==> config.mk <==
export PLATFORM = sky130hd
export DESIGN_NAME = pc_gen
export DESIGN_NICKNAME = d
export VERILOG_FILES = /design/src/rtl/pc_gen.sv
export SDC_FILE = /design/constraint.sdc
export NUM_CORES = 1
export LEC_CHECK = 0
export BUFFER_PORTS_ARGS = -buffer_cell sky130_fd_sc_hd__buf_2
export CAP_MARGIN = 20
export CORE_MARGIN = 1.5
export CORE_UTILIZATION = 53
export DETAILED_ROUTE_END_ITERATION = 10
export PLACE_DENSITY = 0.9
export SYNTH_ARGS = -nofsm -noshare
export SYNTH_HDL_FRONTEND = slang
export SYNTH_SLANG_ARGS = --single-unit
==> constraint.sdc <==
create_clock -name clk -period 4.55 [get_ports clk]
set_input_delay 1.1375 -clock clk [delete_from_list [all_inputs] [get_ports clk]]
set_output_delay 1.1375 -clock clk [all_outputs]
set_load 0.02 [all_outputs]
==> src/rtl/pc_gen.sv <==
// rtl/pc_gen.sv - fetch PC generator with flush/stall handling and optional BTB (macro PC_GEN_BTB_EN)
module pc_gen #(
  parameter int                  PC_WIDTH    = 32,
  parameter logic [PC_WIDTH-1:0] RESET_PC    = '0,
  parameter int                  PC_STEP     = 4,
  parameter int                  BTB_ENTRIES = 4
) (
  input  logic                clk,
  input  logic                rst_n,
  input  logic                cpu_en,
  input  logic                if_stall,
  input  logic                if_flush,
  input  logic [PC_WIDTH-1:0] flush_pc,
  input  logic                bp_upd_en,
  input  logic [PC_WIDTH-1:0] bp_upd_pc,
  input  logic [PC_WIDTH-1:0] bp_upd_target,
  input  logic                bp_upd_taken,
  output logic [PC_WIDTH-1:0] pc,
  output logic                pc_valid,
  output logic                pc_pred_taken
);

  typedef enum logic {S_IDLE = 1'b0, S_RUN = 1'b1} state_t;

  state_t              r_state, w_state_nxt;
  logic [PC_WIDTH-1:0] r_pc, w_pc_nxt;
  logic                r_pc_valid, w_pc_valid_nxt;
  logic [PC_WIDTH-1:0] r_pend_pc, w_pend_pc_nxt;
  logic                r_pend_vld, w_pend_vld_nxt;
  logic                w_btb_hit;
  logic [PC_WIDTH-1:0] w_btb_target;

`ifdef PC_GEN_BTB_EN
  localparam int IDX_W = $clog2(BTB_ENTRIES);
  localparam int TAG_W = PC_WIDTH - IDX_W - 2;

  logic [BTB_ENTRIES-1:0] r_btb_vld;
  logic [TAG_W-1:0]       r_btb_tag [BTB_ENTRIES];
  logic [PC_WIDTH-1:0]    r_btb_tgt [BTB_ENTRIES];
  logic [IDX_W-1:0]       w_rd_idx;
  logic [IDX_W-1:0]       w_wr_idx;
  logic                   w_unused_lo;

  // Byte offset bits never take part in indexing or tagging.
  assign w_unused_lo  = ^bp_upd_pc[1:0];
  assign w_rd_idx     = r_pc[IDX_W+1:2];
  assign w_wr_idx     = bp_upd_pc[IDX_W+1:2];
  // Lookup reads registered state, so a same-edge update is seen only next cycle.
  assign w_btb_hit    = r_pc_valid & r_btb_vld[w_rd_idx] &
                        (r_btb_tag[w_rd_idx] == r_pc[PC_WIDTH-1:IDX_W+2]);
  assign w_btb_target = r_btb_tgt[w_rd_idx];

  // Valid bits: install on taken update, invalidate the indexed entry otherwise.
  always_ff @(posedge clk or negedge rst_n) begin
    if (!rst_n) begin
      r_btb_vld <= '0;
    end else if (bp_upd_en) begin
      r_btb_vld[w_wr_idx] <= bp_upd_taken;
    end
  end

  // Tag/target payload needs no reset; it is qualified by the valid bit.
  always_ff @(posedge clk) begin
    if (bp_upd_en && bp_upd_taken) begin
      r_btb_tag[w_wr_idx] <= bp_upd_pc[PC_WIDTH-1:IDX_W+2];
      r_btb_tgt[w_wr_idx] <= bp_upd_target;
    end
  end
`else
  logic w_unused_bp;

  // Update port kept for interface compatibility; nothing consumes it.
  assign w_unused_bp  = ^{bp_upd_en, bp_upd_pc, bp_upd_target, bp_upd_taken, BTB_ENTRIES[0]};
  assign w_btb_hit    = 1'b0;
  assign w_btb_target = '0;
`endif

  // State, fetch PC and pending-redirect registers.
  always_ff @(posedge clk or negedge rst_n) begin
    if (!rst_n) begin
      r_state    <= S_IDLE;
      r_pc       <= RESET_PC;
      r_pc_valid <= 1'b0;
      r_pend_pc  <= '0;
      r_pend_vld <= 1'b0;
    end else begin
      r_state    <= w_state_nxt;
      r_pc       <= w_pc_nxt;
      r_pc_valid <= w_pc_valid_nxt;
      r_pend_pc  <= w_pend_pc_nxt;
      r_pend_vld <= w_pend_vld_nxt;
    end
  end

  // Next-state and next-pc selection: flush > stall > prediction > sequential.
  always_comb begin
    w_state_nxt    = r_state;
    w_pc_nxt       = r_pc;
    w_pc_valid_nxt = r_pc_valid;
    w_pend_pc_nxt  = r_pend_pc;
    w_pend_vld_nxt = r_pend_vld;
    if (!cpu_en) begin
      // Frozen: pc held, redirects parked until the core is enabled again.
      w_state_nxt    = S_IDLE;
      w_pc_valid_nxt = 1'b0;
      if (if_flush) begin
        w_pend_pc_nxt  = flush_pc;
        w_pend_vld_nxt = 1'b1;
      end
    end else begin
      case (r_state)
        S_IDLE: begin
          // Wake-up edge presents the held or parked address without stepping.
          w_state_nxt    = S_RUN;
          w_pc_valid_nxt = 1'b1;
          w_pend_vld_nxt = 1'b0;
          if (if_flush) begin
            w_pc_nxt = flush_pc;
          end else if (r_pend_vld) begin
            w_pc_nxt = r_pend_pc;
          end
        end
        default: begin
          if (if_flush) begin
            w_pc_nxt       = flush_pc;
            w_pend_vld_nxt = 1'b0;
          end else if (if_stall) begin
            w_pc_nxt = r_pc;
          end else if (w_btb_hit) begin
            w_pc_nxt = w_btb_target;
          end else begin
            w_pc_nxt = r_pc + PC_WIDTH'(PC_STEP);
          end
        end
      endcase
    end
  end

  assign pc            = r_pc;
  assign pc_valid      = r_pc_valid;
  assign pc_pred_taken = w_btb_hit;

endmodule

==> flow_summary.toml, run 1 <==
[synth]
ys_warn_count = 0
syn_area_per_cell_um2 = 10.0
synth-seq-cells = 67
yosysSeqAreaShare = 0.476
synth_area_leader_cell = "dfrtp_1"
synth_area_leaders = "dfrtp_1 (48%), mux2_2 (9.6%), o21ai_0 (4.5%), a21oi_1 (2.4%), a22oi_1 (2.3%)"
synth.distinct_cells = 53
yosysMostFrequentCell = "dfrtp_1"
synth-edff-count = 0
synth_commonest_cells = "dfrtp_1 (67), o21ai_0 (32), mux2_2 (30)"
synthCells = 351
netlist_area_um2 = 3520
async_flop_share = 1.00
synth_top_area_share = 0.476
synth_nets = 455
ys.flop_type = "dfrtp_1"

[clocking]
cts_buffers = 9
cts_setup_buffers = 0
clock_path_buffers = 2
ctsResizeCount = 0
htree_levels = 3
cts_sinks = 67
postCtsHoldBufs = 0
cts_tree = "done"
clock_latency_ns = 0.35
clk_pin_slew_ns = 0.07
ctsRootBufferMaster = "clkbuf_8"

[routing]
drc_errors = 0
wl_mm = 9.26
first_pass_iters = 8
viasPerCell = 6.62
postRouteAntennaNets = 0
avgRoutedWirePerCell_um = 18.8
dr_total_vias = 3264
drt_iter0_markers = 350

[floorplanning]
rows = 29
die_area_um2 = 7140
coreArea_um2 = 6390
io_pins = 137
die_height_um = 84.5
dieWidth_um = 84.5
initial_core_util = 0.551

[status]
status = "finished clean"

[global_routing]
grt_max_degree = 47
antenna_found_initial = 0
grt_use_met2 = 0.425
grt_pass1_wl_mm = 15.1
grt.met3_usage = 0.0678
grt.busiest_layer = "met2"
overflow = 0
met1_usage = 0.349
grt_pass1_vias = 3138
track_usage = 0.270

[layout]
area_growth_pct = 16.3
nets = 517
drive_gt1_frac = 0.305
final_util = 0.641
antenna_cells = 0

[sta]
skew_ns = 0.00736
rsz0062_at_grt = "false"
maxSlewViolCount = 0
finalCritPeriodShare = 0.687
hold_violations = 0
relSlewSlack = 0.431
setup_viol = 0
max_freq_mhz = 320
worst_slew_pin_slew_ns = 0.854
tns_ns = 0
finalCriticalPeriod_ns = 3.13

[worst_setup_path]
cp-start-kind = "input pin"
worstPathArrival_ns = 3.35
cpMaxStageDelayCell = "nand2b_1"
critical-path-max-stage-delay_ns = 0.66
crit_chain = "buf_2 -> nand2b_1 -> buf_4 -> nor2_1 -> a222oi_1 -> o2bb2ai_1"
crit_required_ns = 4.77
criticalPathCategory = "input pin to flop"
worstPathMaxFanout = 44
endpoint_kind = "flop"

[placed_design]
gp_congestion = 0.900
io_buffer_count = 69
dpl.hpwl_mm = 6.27

[pwr]
p_leak_nw = 1.76
power_density_nw_per_um2 = 383
ir_drop_v = 0.000284

[hold_path]
hp-class = "flop to flop"

[job]
drv_cap = 0
==> metrics by stage <==
stage	instance area (um2)	setup WS, ns	power [mW]	std cells	hold slack [ns]
4_1_cts	4080	1.50	1.57	492	0.480
6_report	4100	1.42	1.57	493	0.475
3_5_place_dp	3930	1.12	1.17	478	0.465
2_1_floorplan	3520	2.02	1.01	351	0.459
5_1_grt	4100	1.25	1.64	493	0.514
3_3_place_gp	3930	1.21	1.14	478	0.458
==> registers in the layout (all words and copies together), names as in the netlist <==
signal / count
r_pend_vld: 1
r_pend_pc: 32
pc: 32
r_state: 1
pc_valid: 1
==> layout by cell type (no fill, tap or decap), types with 5 or more instances in the layout <==
master and instances:
buf_4 7, a21oi_1 17, clkbuf_8 9, nand2_1 21
dfrtp_1 67, nor3_1 5, a221oi_1 6, nand2b_1 5
inv_1 10, o31a_1 5, o21ai_0 32, mux2_2 30
a222oi_1 7, nand4_1 8, nor2_1 20, a22oi_1 11
nor4_1 7, o2bb2ai_1 9, nand3_1 11, a22o_1 5
buf_2 69
==> logic make-up after synthesis <==
logic type,share of synthesized area
adder cells (fa/ha/maj),0.00355
flip-flops,0.476
other,0.00107
buffers and inverters,0.0405
multiplexers,0.114
AO/OA/AOI/OAI,0.210
AND/OR/NAND/NOR,0.155
==> final timing paths <==
| kind | from | end | slack [ns] | depth (start not counted) |
|---|---|---|---|---|
| worst max-delay path | if_flush | pc[15] | 1.42 | 6 |
| worst min-delay path | pc[1] | pc[1] | 0.48 | 2 |
| worst max register to register | r_state | pc[30] | 2.14 | 5 |
| worst min register to register | pc[1] | pc[1] | 0.48 | 2 |
| max in group asynchronous | rst_n | r_pend_pc[30] | 3.03 | 3 |
| min in group asynchronous | rst_n | r_pend_pc[4] | 0.67 | 1 |
==> critical path: cells and delay by family <==
| kind | cells | cell delay [ns] |
|---|---|---|
| buffers and inverters | 2 | 1.00 |
| AOI/OAI and AO/OA | 2 | 0.48 |
| and+or+nand+nor | 2 | 0.72 |
==> where the power goes <==
| part | switching [mW] | internal [mW] |
|---|---|---|
| Sequential | 0.100 | 0.691 |
| Clock | 0.218 | 0.190 |
| Combinational | 0.217 | 0.152 |
==> cell type report <==
cell class,count,area (um2)
tap,77,96.3
clock inverter,3,17.5
multi-input combinational,248,1720
fill,542,2290
timing repair buffer,77,418
sequential,67,1680
inverter,10,37.5
clock buffer,11,131
==> per-layer routing <==
| metal | share of wire | vias to the layer above |
|---|---|---|
| met4 | 0.030 | 0 |
| met2 | 0.49 | 196 |
| li1 | - | 1455 |
| met1 | 0.40 | 1582 |
| met3 | 0.085 | 31 |
| met5 | 0 | - |
No activity file was read; power rests on OpenSTA's default activity.
==> run 2: changes to the inputs <==
Settings changed: ABC_AREA from default to 1, CORE_UTILIZATION 53 to 46, PLACE_DENSITY 0.9 to 0.81.
Clock period 4.55 ns to 2.83 ns, I/O delays scaled along.
==> flow_summary.toml, run 2 <==
[sta]
rsz0062_at_grt = "false"
finalCriticalPeriod_ns = 2.06
max_freq_mhz = 485
skew_ns = 0.0104
hold_violations = 0
maxSlewViolCount = 0
relSlewSlack = 0.377
worst_slew_pin_slew_ns = 0.934
tns_ns = 0
setup_viol = 0
finalCritPeriodShare = 0.728

[layout]
antenna_cells = 0
design_area_um2 = 4620
layout_commonest_cell = "nand2_1"
n_fill_cell = 827
layout_common_cells = "nand2_1 (251), buf_2 (69), dfrtp_1 (67)"
final_util = 0.554
drive_gt1_frac = 0.177
nets = 747
seqCellArea_um2 = 1680
area_growth_pct = 14.6
multi_input_area_um2 = 2010

[clocking]
clk_pin_slew_ns = 0.08
htree_levels = 3
clock_path_buffers = 2
cts_tree = "done"
postCtsHoldBufs = 0
clock_latency_ns = 0.35
cts_setup_buffers = 0
ctsRootBufferMaster = "clkbuf_8"
ctsResizeCount = 0
cts_buffers = 9
cts_sinks = 67

[pwr]
pwr-share-clk = 0.299
p_leak_nw = 2.39
p_switching_mw = 0.986
power_density_nw_per_um2 = 590
ir_drop_v = 0.000259
internal-power_mw = 1.74
switching_share = 0.362
power_frac_seq = 0.454
share_comb_of_total_power = 0.247

[worst_setup_path]
crit_required_ns = 3.03
cpMaxStageDelayCell = "inv_1"
crit_buf_inv = 4
critPathTopFamily = "buffers and inverters"
crit_top_cell = "inv_1"
cp-start-kind = "input pin"
crit_chain = "buf_2 -> buf_4 -> inv_1 -> nor2_2 -> inv_1 -> nand2_1 -> o21ai_0"
criticalPathCategory = "input pin to flop"
endpoint_kind = "flop"
critical-path-max-stage-delay_ns = 0.41
worstPathArrival_ns = 2.26
worstPathMaxFanout = 32

[global_routing]
grt_pass1_vias = 3719
grt_use_met2 = 0.392
grt_pass1_wl_mm = 17.2
grt_max_degree = 68
track_usage = 0.245
met1_usage = 0.321
grt.met3_usage = 0.0469
antenna_found_initial = 0
overflow = 0
grt.busiest_layer = "met2"

[synth]
synth_area_leader_cell = "dfrtp_1"
ys.flop_type = "dfrtp_1"
synth_nets = 684
synthCells = 580
ys_warn_count = 0
synth_top_area_share = 0.416
async_flop_share = 1.00
synth-edff-count = 0
syn_area_per_cell_um2 = 6.94
yosysMostFrequentCell = "nand2_1"
synth-seq-cells = 67
yosysSeqAreaShare = 0.416
synth.distinct_cells = 37
synth_area_leaders = "dfrtp_1 (42%), nand2_1 (23%), nor2_1 (5.4%), inv_1 (4.6%), o21ai_0 (2.9%)"
netlist_area_um2 = 4030
synth_commonest_cells = "nand2_1 (251), dfrtp_1 (67), nor2_1 (58)"

[floorplanning]
io_pins = 137
coreArea_um2 = 8340
die_height_um = 96.6
rows = 33
die_area_um2 = 9330
initial_core_util = 0.483
dieWidth_um = 96.6

[routing]
postRouteAntennaNets = 0
dr_total_vias = 3965
drt_iter0_markers = 371
drc_errors = 0
avgRoutedWirePerCell_um = 14.0
first_pass_iters = 5
viasPerCell = 5.27
wl_mm = 10.6

[hold_path]
hp-class = "input pin to async pin"

[placed_design]
dpl.hpwl_mm = 7.57
gp_congestion = 0.907
place_area_um2 = 4420
io_buffer_count = 69

[status]
status = "finished clean"

[job]
drv_cap = 0
[run 2: cell types whose count changed after synthesis, moves of 9 or more]
cell       before  now
mux2_2         30    0
nand2_1        21  251
inv_1          10   49
o21ai_0        32   23
nor2_1         20   58
o2bb2ai_1       9    0
[run 2: worst reg2reg max path, cell delays in order, from the launching register on]
cell and delay (ns):
dfrtp_1 0.42, nor2_4 0.31, nand2_1 0.14, nand3_2 0.12, buf_4 0.37, a21oi_1 0.11, nand3_1 0.11, o21ai_0 0.09
inv_1 0.07
[run 2: stage by stage]
step / worst slack (ns) / power (mW) / hold WS (ns) / instances
finish: 0.769 / 2.72 / 0.360 / 753
global route: 0.627 / 2.88 / 0.389 / 753
CTS: 0.789 / 2.74 / 0.378 / 753
detailed placement: 0.432 / 1.92 / 0.460 / 737
global placement: 0.464 / 1.90 / 0.454 / 737
floorplan: 1.13 / 1.68 / 0.412 / 580
[run 2: logic make-up after synthesis]
logic type	share of synthesized area
compound gates	0.134
xor+xnor	0.00435
fa+ha+maj	0.00311
buf+inv	0.0854
flops	0.416
other cells	0.000931
simple gates	0.356
[run 2: metal layers]
layer	vias up	part of all wire
met4	0	0.032
met1	1827	0.44
met2	164	0.46
met5	-	0
met3	30	0.071
li1	1944	-
[run 2: area by class of cell]
class | instances | area share
Clock buffer | 9 | 0.0268
Clock inverter | 7 | 0.0165
Inverter | 53 | 0.0431
Multi-Input combinational cell | 437 | 0.435
Sequential cell | 67 | 0.363
Tap cell | 105 | 0.0285
Timing Repair Buffer | 75 | 0.0873
[run 2: worst paths after layout]
| kind | from | to | slack [ns] | depth (start not counted) |
|---|---|---|---|---|
| max | if_flush | r_pend_pc[13] | 0.77 | 7 |
| min | rst_n | pc[2] | 0.36 | 2 |
| max reg2reg | r_state | pc[8] | 1.04 | 8 |
| min reg2reg | r_pend_pc[19] | r_pend_pc[19] | 0.48 | 2 |
| max in group asynchronous | rst_n | pc[15] | 2.16 | 2 |
| min in group clk | r_pend_pc[19] | r_pend_pc[19] | 0.48 | 2 |
[run 2: power groups by stage]
stage / Sequential [mW] / Combinational, mW / Clock (mW)
after detailed placement: 1.25 / 0.672 / 0
after global routing: 1.25 / 0.758 / 0.867
final: 1.24 / 0.672 / 0.814
after floorplan: 1.32 / 0.366 / 0
after global placement: 1.25 / 0.654 / 0
after CTS: 1.23 / 0.675 / 0.831
==> run 3: changes to the inputs <==
Settings changed: CORE_UTILIZATION 46 to 51, PLACE_DENSITY 0.81 to 0.85.
Clock period 2.83 ns to 2.1 ns, I/O delays scaled along.
==> flow_summary.toml, run 3 (same netlist as run 2, synthesis figures left out) <==
[layout]
design_area_um2 = 4630
antenna_cells = 0
final_util = 0.603
layout_commonest_cell = "nand2_1"
layout_common_cells = "nand2_1 (251), buf_2 (69), dfrtp_1 (67)"
area_growth_pct = 15.0
n_fill_cell = 700
seqCellArea_um2 = 1680
drive_gt1_frac = 0.183
nets = 751
multi_input_area_um2 = 2010

[global_routing]
grt_max_degree = 33
grt_pass1_wl_mm = 17.4
overflow = 0
antenna_found_initial = 0
track_usage = 0.258
grt_pass1_vias = 3815

[sta]
max_freq_mhz = 567
worst_slew_pin_slew_ns = 0.958
hold_slack_ns = 0.157
rsz0062_at_grt = "false"
finalCriticalPeriod_ns = 1.76
hold_violations = 0
maxSlewViolCount = 0
skew_ns = 0.0107
finalCritPeriodShare = 0.839
tns_ns = 0
setup_viol = 0
relSlewSlack = 0.361

[worst_setup_path]
cpMaxStageDelayCell = "dfrtp_1"
endpoint_kind = "flop"
reg2reg_from = "pc[2]"
crit_top_cell = "nand2_1"
criticalPathCategory = "flop to flop"
crit_required_ns = 2.36
crit_chain = "ha_1 -> nand2_1 -> nor2_2 -> nand2_2 -> nor2_1 -> xor2_1 -> nand2_1 -> a21boi_1"
cp-start-kind = "flop"
worstPathMaxFanout = 5
startpoint = "pc[2]"
worstPathArrival_ns = 2.03
critical-path-max-stage-delay_ns = 0.42

[floorplanning]
coreArea_um2 = 7690
die_area_um2 = 8440
initial_core_util = 0.524
io_pins = 137
dieWidth_um = 91.9
rows = 32
die_height_um = 91.9

[job]
drv_cap = 0

[pwr]
share_comb_of_total_power = 0.258
p_leak_nw = 2.41
power_mw = 3.56
power_density_nw_per_um2 = 769
p_switching_mw = 1.31
pwr-share-clk = 0.273
power_frac_seq = 0.469
internal-power_mw = 2.26
switching_share = 0.367
ir_drop_v = 0.000496

[placed_design]
io_buffer_count = 69
gp_congestion = 0.981
dpl.hpwl_mm = 7.54
place_area_um2 = 4460

[routing]
drt_iter0_markers = 273
viasPerCell = 5.32
wl_mm = 10.3
postRouteAntennaNets = 0
dr_total_vias = 4014
avgRoutedWirePerCell_um = 13.7
drc_errors = 0
first_pass_iters = 5

[clocking]
clk_pin_slew_ns = 0.08
cts_setup_buffers = 0
postCtsHoldBufs = 0
clock_latency_ns = 0.34
htree_levels = 3
cts_tree = "done"
ctsRootBufferMaster = "clkbuf_8"
clock_path_buffers = 2
ctsResizeCount = 0
cts_buffers = 9
cts_sinks = 67

[status]
status = "finished clean"

[hold_path]
hp-class = "input pin to async pin"
## run 3: power groups by stage
| stage | Combinational (mW) | Clock, mW | Sequential (mW) |
|---|---|---|---|
| 2_1_floorplan | 0.493 | 0 | 1.78 |
| 3_3_place_gp | 0.887 | 0 | 1.68 |
| 3_5_place_dp | 0.914 | 0 | 1.69 |
| 4_1_cts | 0.919 | 0.993 | 1.66 |
| 5_1_grt | 1.03 | 1.06 | 1.70 |
| 6_report | 0.920 | 0.973 | 1.67 |
## run 3: final cells by class
cell class	count	area share
sequential	67	0.362
inverter	53	0.0429
clock inverter	6	0.00864
tap	102	0.0275
clock buffer	10	0.0297
timing repair buffer	79	0.0961
multi-input combinational	437	0.433
## run 3: path summary, 6_finish.rpt
check                           slack (ns)  cells past startpoint             to
worst max-delay path                  0.34                      8         pc[18]
worst min-delay path                  0.16                      1   r_pend_pc[2]
worst max register to register        0.34                      8         pc[18]
worst min register to register        0.47                      2  r_pend_pc[29]
max in group asynchronous             1.40                      2  r_pend_pc[16]
min in group clk                      0.39                      1        r_state
## run 3: through the flow
stage                     worst slack (ns)  cells
after detailed placement             0.144    738
after CTS                            0.362    754
after global placement               0.202    738
after floorplan                      0.516    580
after global routing                 0.190    754
final                                0.338    754
## run 3: routing by layer
metal / global-route usage / vias to the layer above / wire [um]
met5: 0 / - / 0
met4: 0.146 / 0 / 422
met3: 0.0456 / 39 / 611
met2: 0.409 / 158 / 4810
met1: 0.334 / 1860 / 4460
li1: - / 1957 / -
## run 3: critical path, delay by kind of cell (launching register included)
| kind | cells | cell delay [ns] |
|---|---|---|
| flip-flops | 1 | 0.42 |
| XOR/XNOR | 1 | 0.19 |
| AND/OR/NAND/NOR | 5 | 0.67 |
| adder cells (fa/ha/maj) | 1 | 0.27 |
| AO/OA/AOI/OAI | 1 | 0.13 |
